File: config.mk
export PLATFORM = sky130hd
export DESIGN_NAME = alu_reg_sequencer_flat
export DESIGN_NICKNAME = d
export VERILOG_FILES = /design/src/rtl/alu_reg_sequencer_pkg.sv /design/src/rtl/alu_reg_sequencer_if.sv /design/src/rtl/alu_reg_sequencer_seq_regfile.sv /design/src/rtl/alu_reg_sequencer.sv /design/src/flat_wrapper.sv
export SDC_FILE = /design/constraint.sdc
export NUM_CORES = 1
export LEC_CHECK = 0
export BUFFER_PORTS_ARGS = -buffer_cell sky130_fd_sc_hd__buf_4
export CAP_MARGIN = 15
export CORE_MARGIN = 2
export CORE_UTILIZATION = 45
export CTS_CLUSTER_SIZE = 20
export DETAILED_ROUTE_END_ITERATION = 10
export PLACE_DENSITY = 0.73
export SYNTH_ARGS = -nofsm -noshare
export SYNTH_HDL_FRONTEND = slang
export SYNTH_SLANG_ARGS = --single-unit
File: constraint.sdc
create_clock -name clk -period 1.9 [get_ports clk]
set_input_delay 0.095 -clock clk [delete_from_list [all_inputs] [get_ports clk]]
set_output_delay 0.095 -clock clk [all_outputs]
set_load 0.01 [all_outputs]
File: src/rtl/alu_reg_sequencer_pkg.sv
// Shared definitions for the ALU operand/writeback sequencer: sequencer states
// and the default datapath geometry.
package alu_reg_sequencer_pkg;

  localparam int OPC_W     = 3;
  localparam int DEF_WIDTH = 16;
  localparam int DEF_NREGS = 4;

  typedef enum logic [1:0] {
    ST_IDLE  = 2'd0,
    ST_FETCH = 2'd1,
    ST_EXEC  = 2'd2,
    ST_WB    = 2'd3
  } state_e;

endpackage

File: src/rtl/alu_reg_sequencer_if.sv
// Op request channel: a requester issues one register-to-register ALU op
// over a valid/ready handshake.
interface alu_reg_sequencer_if
  import alu_reg_sequencer_pkg::*;
#(
  parameter int AW = 2
);

  logic             op_valid;
  logic             op_ready;
  logic [OPC_W-1:0] op_opc;
  logic [AW-1:0]    op_srca;
  logic [AW-1:0]    op_srcb;
  logic [AW-1:0]    op_dst;
  logic             op_cin;

  modport master (
    output op_valid, op_opc, op_srca, op_srcb, op_dst, op_cin,
    input  op_ready
  );

  modport slave (
    input  op_valid, op_opc, op_srca, op_srcb, op_dst, op_cin,
    output op_ready
  );

endinterface

File: src/rtl/alu_reg_sequencer_seq_regfile.sv
// NREGS x WIDTH register file with two asynchronous read ports and two write
// ports; write port B (result writeback) wins an address clash with port A.
module seq_regfile #(
  parameter int WIDTH = 16,
  parameter int NREGS = 4,
  parameter int AW    = 2
) (
  input  logic             clk,
  input  logic             rst,
  input  logic             wa_en_i,
  input  logic [AW-1:0]    wa_addr_i,
  input  logic [WIDTH-1:0] wa_data_i,
  input  logic             wb_en_i,
  input  logic [AW-1:0]    wb_addr_i,
  input  logic [WIDTH-1:0] wb_data_i,
  input  logic [AW-1:0]    ra_addr_i,
  output logic [WIDTH-1:0] ra_data_o,
  input  logic [AW-1:0]    rb_addr_i,
  output logic [WIDTH-1:0] rb_data_o
);

  logic [WIDTH-1:0] regs_q [NREGS];

  always_ff @(posedge clk) begin
    if (rst) begin
      for (int i = 0; i < NREGS; i++) begin
        regs_q[i] <= '0;
      end
    end else begin
      for (int i = 0; i < NREGS; i++) begin
        if (wb_en_i && (wb_addr_i == AW'(i))) begin
          regs_q[i] <= wb_data_i;
        end else if (wa_en_i && (wa_addr_i == AW'(i))) begin
          regs_q[i] <= wa_data_i;
        end else begin
          regs_q[i] <= regs_q[i];
        end
      end
    end
  end

  assign ra_data_o = regs_q[ra_addr_i];
  assign rb_data_o = regs_q[rb_addr_i];

endmodule

File: src/rtl/alu_reg_sequencer.sv
// Operand/control stage for the external combinational ALU: accepts an op,
// drives registered operands for a full cycle, then writes the result back.
module alu_reg_sequencer
  import alu_reg_sequencer_pkg::*;
#(
  parameter int WIDTH = DEF_WIDTH,
  parameter int NREGS = DEF_NREGS,
  parameter int AW    = $clog2(NREGS)
) (
  input  logic                 clk,
  input  logic                 rst,
  alu_reg_sequencer_if.slave   op_if,
  input  logic                 ld_en_i,
  input  logic [AW-1:0]        ld_addr_i,
  input  logic [WIDTH-1:0]     ld_data_i,
  output logic [WIDTH-1:0]     alu_a_o,
  output logic [WIDTH-1:0]     alu_b_o,
  output logic                 alu_c_o,
  output logic [OPC_W-1:0]     alu_opc_o,
  input  logic [WIDTH-1:0]     alu_w_i,
  input  logic                 alu_zer_i,
  input  logic                 alu_neg_i,
  output logic                 res_valid_o,
  output logic [WIDTH-1:0]     res_data_o,
  output logic                 flag_zer_o,
  output logic                 flag_neg_o,
  output logic                 busy_o
);

  state_e state_q, state_d;

  logic [OPC_W-1:0] opc_q;
  logic [AW-1:0]    srca_q, srcb_q, dst_q;
  logic             cin_q;
  logic [WIDTH-1:0] alu_a_q, alu_b_q;
  logic             alu_c_q;
  logic [OPC_W-1:0] alu_opc_q;
  logic [WIDTH-1:0] res_w_q;
  logic             res_zer_q, res_neg_q;
  logic [WIDTH-1:0] res_data_q;
  logic             flag_zer_q, flag_neg_q;

  logic             ready;
  logic             wb_en;
  logic             accept;
  logic [WIDTH-1:0] rd_a, rd_b;

  assign accept = op_if.op_valid & ready;

  always_ff @(posedge clk) begin
    if (rst) begin
      state_q <= ST_IDLE;
    end else begin
      state_q <= state_d;
    end
  end

  always_comb begin
    state_d = state_q;
    case (state_q)
      ST_IDLE: begin
        if (accept) begin
          state_d = ST_FETCH;
        end else begin
          state_d = ST_IDLE;
        end
      end
      ST_FETCH: state_d = ST_EXEC;
      ST_EXEC:  state_d = ST_WB;
      ST_WB:    state_d = ST_IDLE;
      default:  state_d = ST_IDLE;
    endcase
  end

  always_comb begin
    ready = 1'b0;
    wb_en = 1'b0;
    case (state_q)
      ST_IDLE: ready = 1'b1;
      ST_WB:   wb_en = 1'b1;
      default: begin
        ready = 1'b0;
        wb_en = 1'b0;
      end
    endcase
  end

  // Op capture, operand fetch, result capture and writeback of the status outputs.
  always_ff @(posedge clk) begin
    if (rst) begin
      opc_q      <= '0;
      srca_q     <= '0;
      srcb_q     <= '0;
      dst_q      <= '0;
      cin_q      <= 1'b0;
      alu_a_q    <= '0;
      alu_b_q    <= '0;
      alu_c_q    <= 1'b0;
      alu_opc_q  <= '0;
      res_w_q    <= '0;
      res_zer_q  <= 1'b0;
      res_neg_q  <= 1'b0;
      res_data_q <= '0;
      flag_zer_q <= 1'b0;
      flag_neg_q <= 1'b0;
    end else begin
      if (accept) begin
        opc_q  <= op_if.op_opc;
        srca_q <= op_if.op_srca;
        srcb_q <= op_if.op_srcb;
        dst_q  <= op_if.op_dst;
        cin_q  <= op_if.op_cin;
      end
      if (state_q == ST_FETCH) begin
        alu_a_q   <= rd_a;
        alu_b_q   <= rd_b;
        alu_c_q   <= cin_q;
        alu_opc_q <= opc_q;
      end
      if (state_q == ST_EXEC) begin
        res_w_q   <= alu_w_i;
        res_zer_q <= alu_zer_i;
        res_neg_q <= alu_neg_i;
      end
      if (wb_en) begin
        res_data_q <= res_w_q;
        flag_zer_q <= res_zer_q;
        flag_neg_q <= res_neg_q;
      end
    end
  end

  // Reads see pre-edge contents; a load in the FETCH cycle is not forwarded.
  seq_regfile #(
    .WIDTH (WIDTH),
    .NREGS (NREGS),
    .AW    (AW)
  ) u_regfile (
    .clk       (clk),
    .rst       (rst),
    .wa_en_i   (ld_en_i),
    .wa_addr_i (ld_addr_i),
    .wa_data_i (ld_data_i),
    .wb_en_i   (wb_en),
    .wb_addr_i (dst_q),
    .wb_data_i (res_w_q),
    .ra_addr_i (srca_q),
    .ra_data_o (rd_a),
    .rb_addr_i (srcb_q),
    .rb_data_o (rd_b)
  );

  assign op_if.op_ready = ready;
  assign busy_o         = ~ready;
  assign res_valid_o    = wb_en;
  assign alu_a_o        = alu_a_q;
  assign alu_b_o        = alu_b_q;
  assign alu_c_o        = alu_c_q;
  assign alu_opc_o      = alu_opc_q;
  assign res_data_o     = res_data_q;
  assign flag_zer_o     = flag_zer_q;
  assign flag_neg_o     = flag_neg_q;

endmodule

File: src/flat_wrapper.sv
// flat-port wrapper written by rule: the top's interface ports become plain ports
module alu_reg_sequencer_flat import alu_reg_sequencer_pkg::*;
#(
  parameter int WIDTH = DEF_WIDTH,
  parameter int NREGS = DEF_NREGS,
  parameter int AW    = $clog2(NREGS)
)
  (clk, rst, ld_en_i, ld_addr_i, ld_data_i, alu_a_o, alu_b_o, alu_c_o, alu_opc_o, alu_w_i, alu_zer_i, alu_neg_i, res_valid_o, res_data_o, flag_zer_o, flag_neg_o, busy_o, op_if_op_valid, op_if_op_opc, op_if_op_srca, op_if_op_srcb, op_if_op_dst, op_if_op_cin, op_if_op_ready);
  alu_reg_sequencer_if #(.AW(AW)) op_if_i ();
  input  logic clk;
  input  logic rst;
  input  logic ld_en_i;
  input  logic [AW-1:0] ld_addr_i;
  input  logic [WIDTH-1:0] ld_data_i;
  output logic [WIDTH-1:0] alu_a_o;
  output logic [WIDTH-1:0] alu_b_o;
  output logic alu_c_o;
  output logic [OPC_W-1:0] alu_opc_o;
  input  logic [WIDTH-1:0] alu_w_i;
  input  logic alu_zer_i;
  input  logic alu_neg_i;
  output logic res_valid_o;
  output logic [WIDTH-1:0] res_data_o;
  output logic flag_zer_o;
  output logic flag_neg_o;
  output logic busy_o;
  input wire logic [$bits(op_if_i.op_valid)-1:0] op_if_op_valid;
  input wire logic [$bits(op_if_i.op_opc)-1:0] op_if_op_opc;
  input wire logic [$bits(op_if_i.op_srca)-1:0] op_if_op_srca;
  input wire logic [$bits(op_if_i.op_srcb)-1:0] op_if_op_srcb;
  input wire logic [$bits(op_if_i.op_dst)-1:0] op_if_op_dst;
  input wire logic [$bits(op_if_i.op_cin)-1:0] op_if_op_cin;
  output wire logic [$bits(op_if_i.op_ready)-1:0] op_if_op_ready;
  assign op_if_i.op_valid = op_if_op_valid;
  assign op_if_i.op_opc = op_if_op_opc;
  assign op_if_i.op_srca = op_if_op_srca;
  assign op_if_i.op_srcb = op_if_op_srcb;
  assign op_if_i.op_dst = op_if_op_dst;
  assign op_if_i.op_cin = op_if_op_cin;
  assign op_if_op_ready = op_if_i.op_ready;
  alu_reg_sequencer #(.WIDTH(WIDTH), .NREGS(NREGS), .AW(AW)) u_core (.clk(clk), .rst(rst), .op_if(op_if_i), .ld_en_i(ld_en_i), .ld_addr_i(ld_addr_i), .ld_data_i(ld_data_i), .alu_a_o(alu_a_o), .alu_b_o(alu_b_o), .alu_c_o(alu_c_o), .alu_opc_o(alu_opc_o), .alu_w_i(alu_w_i), .alu_zer_i(alu_zer_i), .alu_neg_i(alu_neg_i), .res_valid_o(res_valid_o), .res_data_o(res_data_o), .flag_zer_o(flag_zer_o), .flag_neg_o(flag_neg_o), .busy_o(busy_o));
endmodule
# Word level (Yosys, flattened, before mapping)
# Memories as Yosys holds them, arrays and structs flattened. A register that Yosys moved wholly into a read port is not among the register bits.
# Cells that the tools add are included.
[word_totals]
regBits = 52
latch_bits = 0
ramBits = 64
romBits = 0
inputBits = 50
output_inout_bits = 57
word_cells = 119
mem_count = 1
[classes]
n_addsub = 0
multipliers = 0
div_mod_pow = 0
order_cmp = 0
eq_ne = 13
shifts = 0
mux = 62
bitwise_logic = 14
reduce_logical = 15
[memory_table]
columns = ["memory", "words", "word_bits", "read_ports", "rd_clocked_by_memory_dff", "write_ports", "line", "source"]
rows = [
  ["u_core.u_regfile.regs_q", 4, 16, 2, 2, 4, "alu_reg_sequencer_seq_regfile.sv:22", "logic [WIDTH-1:0] regs_q [NREGS];"],
]
[ops]
columns = ["cell", "n"]
rows = [
  ["$mux 16", 12],
  ["$mux 1", 49],
  ["$eq 2x2->1 const B", 6],
  ["$or 1x1->1", 12],
  ["$logic_and 1x1->1", 8],
  ["$pmux 2 s4", 1],
  ["$reduce_and 2->1", 4],
  ["$eq 2x1->1 const B", 3],
  ["$logic_not 2->1", 3],
  ["$ne 0x0->1", 4],
  ["$and 1x1->1", 1],
  ["$not 1->1", 1],
]

# Depth between registers and ports, before layout
[depth]
ltp_word = 9
depth_mapped = 6
depth_no_buf = 5

# By module
# A second synthesis with hierarchy kept.
[hier_totals]
cells_unflattened = 502
hier_area_um2 = 6757.7
[modules_own_cells]
columns = ["module", "instances", "cells_each", "area_each_um2", "seq_area_each_um2"]
rows = [
  ["seq_regfile", 1, 212, 3602.2, 1921.8],
  ["alu_reg_sequencer", 1, 290, 3155.5, 1681.6],
]

# Worst setup path after synthesis
# OpenSTA, ideal clock, no wires.
[synth_path]
path_kind = "register to register"
startpoint = "register u_core.state_q[0]"
endpoint = "memory u_core.u_regfile.regs_q[0][0], enable pin"
setup_ns = 0.376
arrival_ns = 1.622
t_required_ns = 1.524
slack_ns = -0.097
path_stages_with_launch = 5
period_less_slack_ns = 1.997
cell_sequence = "dfxtp_1 > ha_1 > buf_4 > nor3b_4 > a311o_1"
[synth_lines]
columns = ["item", "line", "source"]
rows = [
  ["from (decl)", "alu_reg_sequencer.sv:30", "state_e state_q, state_d;"],
  ["from (signal assigned)", "alu_reg_sequencer.sv:54", "state_q <= state_d;"],
  ["to (decl)", "alu_reg_sequencer_seq_regfile.sv:22", ""],
]

==> metrics.txt <==
min cycle time layout 1750 ps; type of element launching the critical path flip-flop; Nets 706; Initial Util 0.457; adder-cell share of the synthesized area 0.00948; Comb power frac 0.127; total CTS buffers 17; Data arrival, critical path 1860 ps; largest family of logic cells by synthesized area multiplexers; routed len/inst 18.9 µm; grt ovf 0; CP top delay family simple AND/OR/NAND/NOR gates; Final Hold Vio Count 0; Min-Delay Startpoint ld_data_i[15]; Crit Path Category reg2reg; pre-CTS setup slack 165 ps; syn_nets 556; internal power 5.96 mW; CP max stage cell and3b_1; dominant register cell in the synthesized netlist dfxtp_1; Fin Clk Skew 10.4 ps; P per Cell Area 909 mW/mm²; final WL 16000 µm; Unique masters post-synth 26; max cap viols 0; io pins 107; Max Root-Sink Buffers 2; Worst-Margin Slew 468 ps; Synth area leaders edfxtp_1 (29%), dfxtp_1 (25%), mux2i_1 (11%); GR peak layer met2; r2r setup slk 150 ps; GRT met2 Usage 0.341; peak supply drop 0.000652 V; CTS resizes 0; Post-DRT Antenna Nets 0; Core Region 0.0144 mm²; slowest cell delay on critical path 400 ps; Post-synth EDFFs 64; RD Place Congestion 0.867; Leakage 3.35 nW; average size of a mapped cell 13.2 µm²; Synth Area in XOR/XNOR 0; initial antenna violation count 0; dpl hpwl 10700 µm; Clk pwr share 0.417; htree depth 4; run status complete, no violations; Vias/cell 5.50; PnR worst setup slack 151 ps; final setup fails 0; global-route met3 utilization 0.0526; unrepaired setup endpoints after global routing no; sequential area share after synthesis 0.546; Die Span X 125 µm; post-synthesis async set-or-reset flop share 0; Synth Instances 501; Max FO, Critical Path 16; Post-route DRC 0; WP data required 2010 ps; Tot GR Track Use 0.207; post-synthesis compound-gate area fraction 0.100; FF+latch count, synth 148; Clk Latency, worst-skew pair 420 ps; top cells by count, synth dfxtp_1 (84), nor2_1 (73), mux2i_1 (72); Root Buffer Master clkbuf_16; worst path cell trace ha_1 > and3b_1 > a311o_1 > buf_4; Crit. End Element flip-flop; capture point of the worst reg-to-reg path u_core.u_regfile.regs_q[1][10]; synthesis warning total 0; Yosys top cell area share 0.291; Final period util 0.921; Bufs and invs on worst path 1; Synth area leader edfxtp_1; # diodes 0; hold depth 2; IO Port Bufs 106; share of cells above drive strength 1 0.312; GRT met1 Usage 0.260; Reg2Reg Launch Point u_core.state_q[0]; CTS tree yes; Sw Ratio 0.245; 1st-iter DRT viols 251; top-count cell post-synth dfxtp_1; cell row count 44; vias in the first global route 4754; Die Ht 125 µm; Die Area 0.0156 mm²; Simple-Gate Fraction of Synth Area 0.0912; Flop pwr share 0.456; Rel. slew slack 0.687; Switching Power 1.93 mW; clock slew at reported path FFs 60 ps; Synth Cell Area 0.00660 mm²; r2r worst-path depth 4; largest net degree at the start of global routing 79; mux cell area share after synthesis 0.218; Worst Hold End u_core.u_regfile.regs_q[1][15]; Final TNS setup 0 ps; FMAX 0.572 GHz; first-pass GRT wire length 25300 µm; hold crit path type in2reg; Area Overhead vs Synth 31.5%; Sinks on Clock Net 148; Slew Limit Fails 0; drt pass-1 iters 4; routed via count 4666
==> metrics by stage <==
stage               hold slack [ps]  instances  instance area (µm²)   util  total power [mW]
finish                         14.8        848                 8680  0.601              7.89
global route                   17.4        848                 8680  0.601              8.16
CTS                            1.68        848                 8680  0.601              7.93
detailed placement              338        774                 7680  0.532              4.60
global placement                330        774                 7680  0.532              4.57
floorplan                       231        501                 6600      -              4.21
==> sequential cells by signal (all words and copies together), names as in the netlist <==
name / flops
u_core.alu_a_o: 16
u_core.alu_b_o: 16
u_core.alu_c_o: 1
u_core.alu_opc_o: 3
u_core.cin_q: 1
u_core.dst_q: 2
u_core.flag_neg_o: 1
u_core.flag_zer_o: 1
u_core.opc_q: 3
u_core.res_data_o: 16
u_core.res_neg_q: 1
u_core.res_w_q: 16
u_core.res_zer_q: 1
u_core.srca_q: 2
u_core.srcb_q: 2
u_core.state_q: 2
u_core.u_regfile.regs_q: 64
==> power by group through the flow <==
stage	clock network (mW)	logic (mW)	registers [mW]
3_3_place_gp	0	0.915	3.65
6_report	3.29	1.00	3.60
2_1_floorplan	0	0.572	3.64
5_1_grt	3.46	1.08	3.62
4_1_cts	3.33	1.01	3.60
3_5_place_dp	0	0.938	3.66
==> how the worst max path moves through the flow <==
stage	from	slack, ps	to	cells after the start
6_report	u_core.state_q[0]	150	u_core.u_regfile.regs_q[1][10]	4
5_1_grt	u_core.state_q[0]	60	u_core.u_regfile.regs_q[1][15]	4
4_1_cts	u_core.state_q[0]	150	u_core.u_regfile.regs_q[1][15]	4
3_5_place_dp	u_core.state_q[0]	170	u_core.u_regfile.regs_q[1][10]	4
3_3_place_gp	u_core.state_q[0]	260	u_core.u_regfile.regs_q[1][10]	4
2_1_floorplan	u_core.state_q[0]	120	u_core.u_regfile.regs_q[3][0]	4
==> final cells by class <==
class                           count  area, µm²
Inverter                            5       21.3
Timing Repair Buffer              170       1470
Clock buffer                       17        425
Multi-Input combinational cell    309       2770
Sequential cell                   148       3600
Fill cell                        1134       5750
Tap cell                          184        230
Clock inverter                     15        154
==> worst reg2reg max path, cell delays in order (launching register included) <==
cell,delay (ps)
dfxtp_1,390
ha_1,220
and3b_1,400
a311o_1,180
buf_4,250
==> per-layer routing <==
layer / up-vias / part of all wire
met4: 0 / 0.032
met2: 185 / 0.50
met3: 34 / 0.057
li1: 2188 / -
met5: - / 0
met1: 2259 / 0.41
==> cell usage in the layout (no fill, tap or decap) <==
cell type      synthesis  routed
a21oi_1               11      11
a22o_1                58      58
a22o_2                 6       6
a311o_1                4       3
a311o_2                0       1
and2_1                 1       1
and3_1                 1       1
and3b_1                2       2
buf_12                 0       7
buf_4                  4     121
bufinv_16              0       2
clkbuf_16              0      17
clkinv_1               0       1
clkinv_2               0       3
clkinv_4               0       3
clkinvlp_4             0       3
dfxtp_1               84      84
dlygate4sd3_1          0      42
edfxtp_1              64      64
ha_1                   5       4
ha_2                   0       1
inv_1                  3       3
inv_2                  1       1
inv_4                  1       1
inv_6                  0       3
mux2i_1               72      72
mux4_2                32      32
nand2_1               21      21
nand2b_2               1       1
nor2_1                73      73
nor2b_1               17      17
nor3b_4                1       1
nor4_4                 4       4
==> cells by family after synthesis <==
kind of cell	count (synthesis)
AND/OR/NAND/NOR	121
multiplexers	104
flip-flops	148
AO/OA/AOI/OAI	79
buffers and inverters	44
adder cells (fa/ha/maj)	5
==> repair_timing <==
| action | 4_1_cts | 5_1_grt |
|---|---|---|
| hold buffers | 42 | 0 |
| endpoints found under the hold margin | 65 | 0 |
| setup buffers | 0 | 0 |
(Power assumes the default switching activity.)
